**config.mk**
```make
export PLATFORM = sky130hd
export DESIGN_NAME = alink_master
export DESIGN_NICKNAME = d
export VERILOG_FILES = /design/src/rtl/alink_pkg.sv /design/src/rtl/alink_wb_timer.sv /design/src/rtl/alink_master.sv
export SDC_FILE = /design/constraint.sdc
export NUM_CORES = 1
export LEC_CHECK = 0
export CAP_MARGIN = 10
export CORE_UTILIZATION = 40
export CTS_CLUSTER_SIZE = 28
export DETAILED_ROUTE_END_ITERATION = 6
export PLACE_DENSITY = 0.8
export SYNTH_ARGS = -nofsm -noshare
export SYNTH_HDL_FRONTEND = slang
export SYNTH_SLANG_ARGS = --single-unit
```
**constraint.sdc**
```tcl
create_clock -name clk -period 2.2 [get_ports clk]
set_clock_uncertainty 0.05 [all_clocks]
set_input_delay 0.22 -clock clk [delete_from_list [all_inputs] [get_ports clk]]
set_output_delay 0.22 -clock clk [all_outputs]
set_load 0.005 [all_outputs]
```
**src/rtl/alink_pkg.sv**
```systemverilog
// Shared definitions for the ALINK Wishbone initiator.
//   - status codes returned on rsp_status
//   - FSM state encoding of alink_master
//   - register map of the ALINK slave
package alink_pkg;

  typedef enum logic [1:0] {
    ST_IDLE = 2'd0,
    ST_BUS  = 2'd1,
    ST_GAP  = 2'd2,
    ST_RESP = 2'd3
  } state_t;

  localparam logic [1:0] STATUS_OK      = 2'd0;
  localparam logic [1:0] STATUS_ERR     = 2'd1;
  localparam logic [1:0] STATUS_RETRY   = 2'd2;
  localparam logic [1:0] STATUS_TIMEOUT = 2'd3;

  localparam logic [5:0] ADR_TXFIFO = 6'h00;
  localparam logic [5:0] ADR_STATE  = 6'h04;
  localparam logic [5:0] ADR_MASK   = 6'h08;
  localparam logic [5:0] ADR_BUSY   = 6'h0c;
  localparam logic [5:0] ADR_RXFIFO = 6'h10;

  localparam int TMR_W = 8;

endpackage

```
**src/rtl/alink_wb_timer.sv**
```systemverilog
// Bus-phase timeout counter.
//   clk, rst_n : clock, synchronous active-low reset
//   load       : count <= 1 (first cycle of a strobe); wins over clr/inc
//   clr        : count <= 0
//   inc        : count <= count + 1, saturating at all-ones
//   expired    : count has reached TIMEOUT
//   count      : current value
// The count equals the number of cycles the strobe has been high, so the
// master aborts on the edge where expired is seen.
module alink_wb_timer
  import alink_pkg::*;
#(
  parameter int TIMEOUT = 15
) (
  input  logic             clk,
  input  logic             rst_n,
  input  logic             load,
  input  logic             clr,
  input  logic             inc,
  output logic             expired,
  output logic [TMR_W-1:0] count
);

  always_ff @(posedge clk) begin
    if (!rst_n) begin
      count <= '0;
    end else if (load) begin
      count <= TMR_W'(1);
    end else if (clr) begin
      count <= '0;
    end else if (inc && (count != {TMR_W{1'b1}})) begin
      count <= count + TMR_W'(1);
    end
  end

  assign expired = (count == TMR_W'(TIMEOUT));

endmodule

```
**src/rtl/alink_master.sv**
```systemverilog
// Wishbone classic-cycle initiator for the ALINK register slave.
//   clk, rst_n                 : clock, synchronous active-low reset
//   req_valid/req_ready        : request handshake (req_we, req_adr, req_dat)
//   rsp_valid/rsp_ready        : response handshake (rsp_dat, rsp_status)
//   ALINK_*_O                  : Wishbone initiator outputs (all registered)
//   ALINK_ACK/ERR/RTY_I, DAT_I : Wishbone slave terminations and read data
//   dbg_state                  : current FSM state
// Handshakes: a transfer happens on a rising edge where valid and ready are
// both high; valid, once raised, is held with its payload until that edge.
module alink_master
  import alink_pkg::*;
#(
  parameter int TIMEOUT   = 15,
  parameter int MAX_RETRY = 3
) (
  input  logic        clk,
  input  logic        rst_n,
  input  logic        req_valid,
  output logic        req_ready,
  input  logic        req_we,
  input  logic [5:0]  req_adr,
  input  logic [31:0] req_dat,
  output logic        rsp_valid,
  input  logic        rsp_ready,
  output logic [31:0] rsp_dat,
  output logic [1:0]  rsp_status,
  output logic        ALINK_CYC_O,
  output logic        ALINK_STB_O,
  output logic        ALINK_WE_O,
  output logic [5:0]  ALINK_ADR_O,
  output logic [31:0] ALINK_DAT_O,
  output logic [3:0]  ALINK_SEL_O,
  output logic [2:0]  ALINK_CTI_O,
  output logic [1:0]  ALINK_BTE_O,
  output logic        ALINK_LOCK_O,
  input  logic        ALINK_ACK_I,
  input  logic        ALINK_ERR_I,
  input  logic        ALINK_RTY_I,
  input  logic [31:0] ALINK_DAT_I,
  output logic [1:0]  dbg_state
);

  state_t      state, state_n;
  logic        cyc_q, cyc_n;       // CYC and STB always move together
  logic        we_q, we_n;
  logic [5:0]  adr_q, adr_n;
  logic [31:0] dat_q, dat_n;
  logic        req_ready_q, req_ready_n;
  logic        rsp_valid_q, rsp_valid_n;
  logic [31:0] rsp_dat_q, rsp_dat_n;
  logic [1:0]  rsp_status_q, rsp_status_n;
  logic [3:0]  retry_q, retry_n;

  logic             tmr_load, tmr_clr, tmr_inc, tmr_expired;
  logic [TMR_W-1:0] tmr_count;

  alink_wb_timer #(.TIMEOUT(TIMEOUT)) u_timer (
    .clk     (clk),
    .rst_n   (rst_n),
    .load    (tmr_load),
    .clr     (tmr_clr),
    .inc     (tmr_inc),
    .expired (tmr_expired),
    .count   (tmr_count)
  );

  always_ff @(posedge clk) begin
    if (!rst_n) begin
      state        <= ST_IDLE;
      cyc_q        <= 1'b0;
      we_q         <= 1'b0;
      adr_q        <= '0;
      dat_q        <= '0;
      req_ready_q  <= 1'b0;
      rsp_valid_q  <= 1'b0;
      rsp_dat_q    <= '0;
      rsp_status_q <= STATUS_OK;
      retry_q      <= '0;
    end else begin
      state        <= state_n;
      cyc_q        <= cyc_n;
      we_q         <= we_n;
      adr_q        <= adr_n;
      dat_q        <= dat_n;
      req_ready_q  <= req_ready_n;
      rsp_valid_q  <= rsp_valid_n;
      rsp_dat_q    <= rsp_dat_n;
      rsp_status_q <= rsp_status_n;
      retry_q      <= retry_n;
    end
  end

  always_comb begin
    state_n      = state;
    cyc_n        = cyc_q;
    we_n         = we_q;
    adr_n        = adr_q;
    dat_n        = dat_q;
    req_ready_n  = req_ready_q;
    rsp_valid_n  = rsp_valid_q;
    rsp_dat_n    = rsp_dat_q;
    rsp_status_n = rsp_status_q;
    retry_n      = retry_q;
    tmr_load     = 1'b0;
    tmr_inc      = 1'b0;
    tmr_clr      = 1'b0;
    case (state)
      ST_IDLE: begin
        req_ready_n = 1'b1;
        if (req_valid && req_ready_q) begin
          we_n        = req_we;
          adr_n       = req_adr;
          dat_n       = req_dat;
          retry_n     = '0;
          cyc_n       = 1'b1;
          req_ready_n = 1'b0;
          tmr_load    = 1'b1;
          state_n     = ST_BUS;
        end
      end
      ST_BUS: begin
        // Any termination (or timeout) drops the strobe on this edge; the
        // default exit is a response, a retry below overrides it to GAP.
        if (ALINK_ERR_I || ALINK_RTY_I || ALINK_ACK_I || tmr_expired) begin
          cyc_n       = 1'b0;
          rsp_valid_n = 1'b1;
          rsp_dat_n   = '0;
          state_n     = ST_RESP;
        end else begin
          tmr_inc = 1'b1;
        end
        if (ALINK_ERR_I) begin
          rsp_status_n = STATUS_ERR;
        end else if (ALINK_RTY_I) begin
          if (retry_q < 4'(MAX_RETRY)) begin
            retry_n     = retry_q + 4'd1;
            rsp_valid_n = 1'b0;
            state_n     = ST_GAP;
          end else begin
            rsp_status_n = STATUS_RETRY;
          end
        end else if (ALINK_ACK_I) begin
          rsp_status_n = STATUS_OK;
          if (!we_q) rsp_dat_n = ALINK_DAT_I;
        end else if (tmr_expired) begin
          rsp_status_n = STATUS_TIMEOUT;
        end
      end
      ST_GAP: begin
        cyc_n    = 1'b1;
        tmr_load = 1'b1;
        state_n  = ST_BUS;
      end
      ST_RESP: begin
        if (rsp_ready) begin
          rsp_valid_n = 1'b0;
          req_ready_n = 1'b1;
          state_n     = ST_IDLE;
        end
      end
      default: state_n = ST_IDLE;
    endcase
    // Counter is zero whenever no strobe is outstanding (load still wins).
    if (state_n != ST_BUS) tmr_clr = 1'b1;
  end

  assign req_ready    = req_ready_q;
  assign rsp_valid    = rsp_valid_q;
  assign rsp_dat      = rsp_dat_q;
  assign rsp_status   = rsp_status_q;
  assign ALINK_CYC_O  = cyc_q;
  assign ALINK_STB_O  = cyc_q;
  assign ALINK_WE_O   = we_q;
  assign ALINK_ADR_O  = adr_q;
  assign ALINK_DAT_O  = dat_q;
  assign ALINK_SEL_O  = 4'hf;
  assign ALINK_CTI_O  = 3'd0;
  assign ALINK_BTE_O  = 2'd0;
  assign ALINK_LOCK_O = 1'b0;
  assign dbg_state    = state;

endmodule

```
==> out/results.txt <==
first-pass detailed-route iteration total: 5
post-synthesis share of cell area spent on full adders, half adders and majority gates: 0.745%
area grow syn2layout: 55.2%
Root Buffer: clkbuf_8
Compound-Gate Fraction of Synth Area: 16.7%
startpoint type of the worst setup path: flip-flop
PD cells: 634 nW/um2
RSZ-0062 raised after global routing: no
layout cells sized above 1: 5.63%
FP Rows: 33
gr usage total: 20.2%
area of the core: 8180 um2
crit path DAT: 2.20 ns
WP data required: 2.38 ns
num ports: 167
synth cell count leaders: 92 x nand2_1, 90 x dfxtp_1, 49 x nor2_1, 45 x a21oi_1, 32 x a22oi_1
H-tree levels: 3
pre-CTS WS: 0.0557 ns
worst r2r src: u_timer.count[4]
die area: 8770 um2
PostCTS Resize Cnt: 0
nets@finish: 626
via-per-instance ratio: 4.91
setup ws final: 0.186 ns
Post-Synth XOR/XNOR Area: 2.09%
setup tns final: 0 ns
crit path kind: flip-flop to flip-flop
outcome: completed
gr ovfl total: 0
CTS Sinks: 90
Detailed Place HPWL: 6.21 mm
Ant. Diodes: 0
Seq/Total Area, Yosys: 53.7%
Reg clk slew, reported paths: 0.09 ns
Final min period: 2.01 ns
CP Capture Type: flip-flop
number of synthesized register bits: 90
Routed wire per std cell: 13.2 um
hold path start: req_dat[26]
Inst Count DP: 639
final cell count without fillers: 656
via count: 3222
largest net degree at the start of global routing: 73
Synth Flop Type: dfxtp_1
simple-gate area share of the yosys netlist: 21.0%
die extent in y: 93.6 um
EDFF count, synth: 0
clock buffer count from CTS: 9
max cap viols: 0
Mapped Area: 3360 um2
# port buffers: 156
Cells after Synth: 396
die width: 93.6 um
final period utilization: 91.6%
post-CTS setup buffers: 0
final setup vio count: 0
Filler Cell Count: 712
overall power: 3.30 mW
Async SR Flop Fraction: 0%
Hold Slack: 0.366 ns
leakage: 1.85 nW
Max Clk Rate: 0.496 GHz
crit path launch: u_timer.count[4]
fin. max-slew vios: 0
CTS tree: built
number of global-route vias before repair: 3038
first-pass GRT wire length: 13.9 mm
Iter 0 DRT Violations: 99
Max VDD drop: 0.352 mV
Final Hold Viols: 0
largest area contributor in the netlist: dfxtp_1
Final Wtd Congestion: 0.823
Synthesis Warnings: 0
count leader, synth: nand2_1
share of the synthesized area in the top cell type: 53.7%
Post-route DRC: 0
Cell variety after synth: 35
Initial Util: 41.1%
Clock Latency Late Sink: 0.34 ns
syn avg cell area: 8.48 um2
WL final: 8.67 mm
most area-consuming cells after synthesis: dfxtp_1 54%, nand2_1 10%, a22oi_1 7.2%
largest family of logic cells by synthesized area: simple AND/OR/NAND/NOR gates
mux contribution to synthesized area: 0%
crit-path max FO: 6
Hold Crit Class: primary input to flip-flop
CTS Buffer Depth: 2
initial antenna violation count: 0
post-route ant nets: 0
hold bufs inserted after CTS: 0
routing by layer:
metal / wire length, um / vias to the layer above / track usage [%]
li1: - / 1613 / -
met4: 188 / 0 / 8.21
met1: 3650 / 1471 / 24.8
met2: 4230 / 120 / 33.3
met3: 600 / 18 / 5.37
met5: 0 / - / 0
final cells by class:
class | instances | area, um2 | area share [%]
clock buffers | 13 | 159 | 3.05
clock inverters | 3 | 23.8 | 0.456
inverters | 2 | 7.51 | 0.144
multi-input cells | 276 | 1410 | 27.0
flip-flops and latches | 90 | 1800 | 34.6
well taps | 105 | 131 | 2.52
repair buffers | 167 | 1680 | 32.3
stage by stage:
step,utilization [%],instance area [um2]
3_3_place_gp,61.4,5020
6_report,63.8,5210
2_1_floorplan,-,3390
5_1_grt,63.8,5210
3_5_place_dp,61.4,5020
4_1_cts,63.7,5200
final timing paths:
check | slack, ns | cells past startpoint | endpoint
max | 0.19 | 5 | rsp_status[0]
min | 0.37 | 3 | ALINK_DAT_O[26]
max reg2reg | 0.19 | 5 | rsp_status[0]
min reg2reg | 0.41 | 2 | ALINK_DAT_O[5]
cell usage in the layout (no fill, tap or decap), drive strengths merged, types with 2 or more instances in the layout:
cell           instances
nor2                  49
clkinvlp               2
ha                     2
clkbuf                13
and3                   2
a21oi                 45
or4                    3
nor2b                  2
o211ai                 2
nor4                   3
nand2                 92
clkdlybuf4s50        156
dfxtp                 90
nand3                  7
inv                    2
a22oi                 32
buf                   11
nor3b                  3
xnor2                  7
conb                  10
nor3                   3
o21ai                  4
worst max-delay path, stage by stage, from the launching register on:
cell     delay, ns
dfxtp_1       0.36
or4_4         0.58
o21ai_4       0.18
o21ai_4       0.09
or4_1         0.48
o211a_1       0.17
kinds of logic after synthesis:
| kind of cell | Yosys count |
|---|---|
| AOI/OAI and AO/OA | 87 |
| xor gates and xnor gates | 8 |
| adders and majority gates | 2 |
| buffers and inverters | 38 |
| DFF | 90 |
| other | 2 |
| and+or+nand+nor | 169 |
power breakdown:
| group | total [mW] | internal (mW) | leakage (nW) | switching [mW] |
|---|---|---|---|---|
| Combinational | 0.537 | 0.311 | 1.04 | 0.226 |
| Sequential | 1.74 | 1.69 | 0.729 | 0.0452 |
| Clock | 1.03 | 0.476 | 0.0859 | 0.550 |
flip-flops by register name, summed over array words and instances (netlist names):
| register | count |
|---|---|
| rsp_status | 2 |
| ALINK_WE_O | 1 |
| ALINK_DAT_O | 32 |
| retry_q | 4 |
| ALINK_ADR_O | 6 |
| rsp_dat | 32 |
| rsp_valid | 1 |
| req_ready | 1 |
| u_timer.count | 8 |
| ALINK_CYC_O | 1 |
| dbg_state | 2 |
No activity file was read; power rests on OpenSTA's default activity.
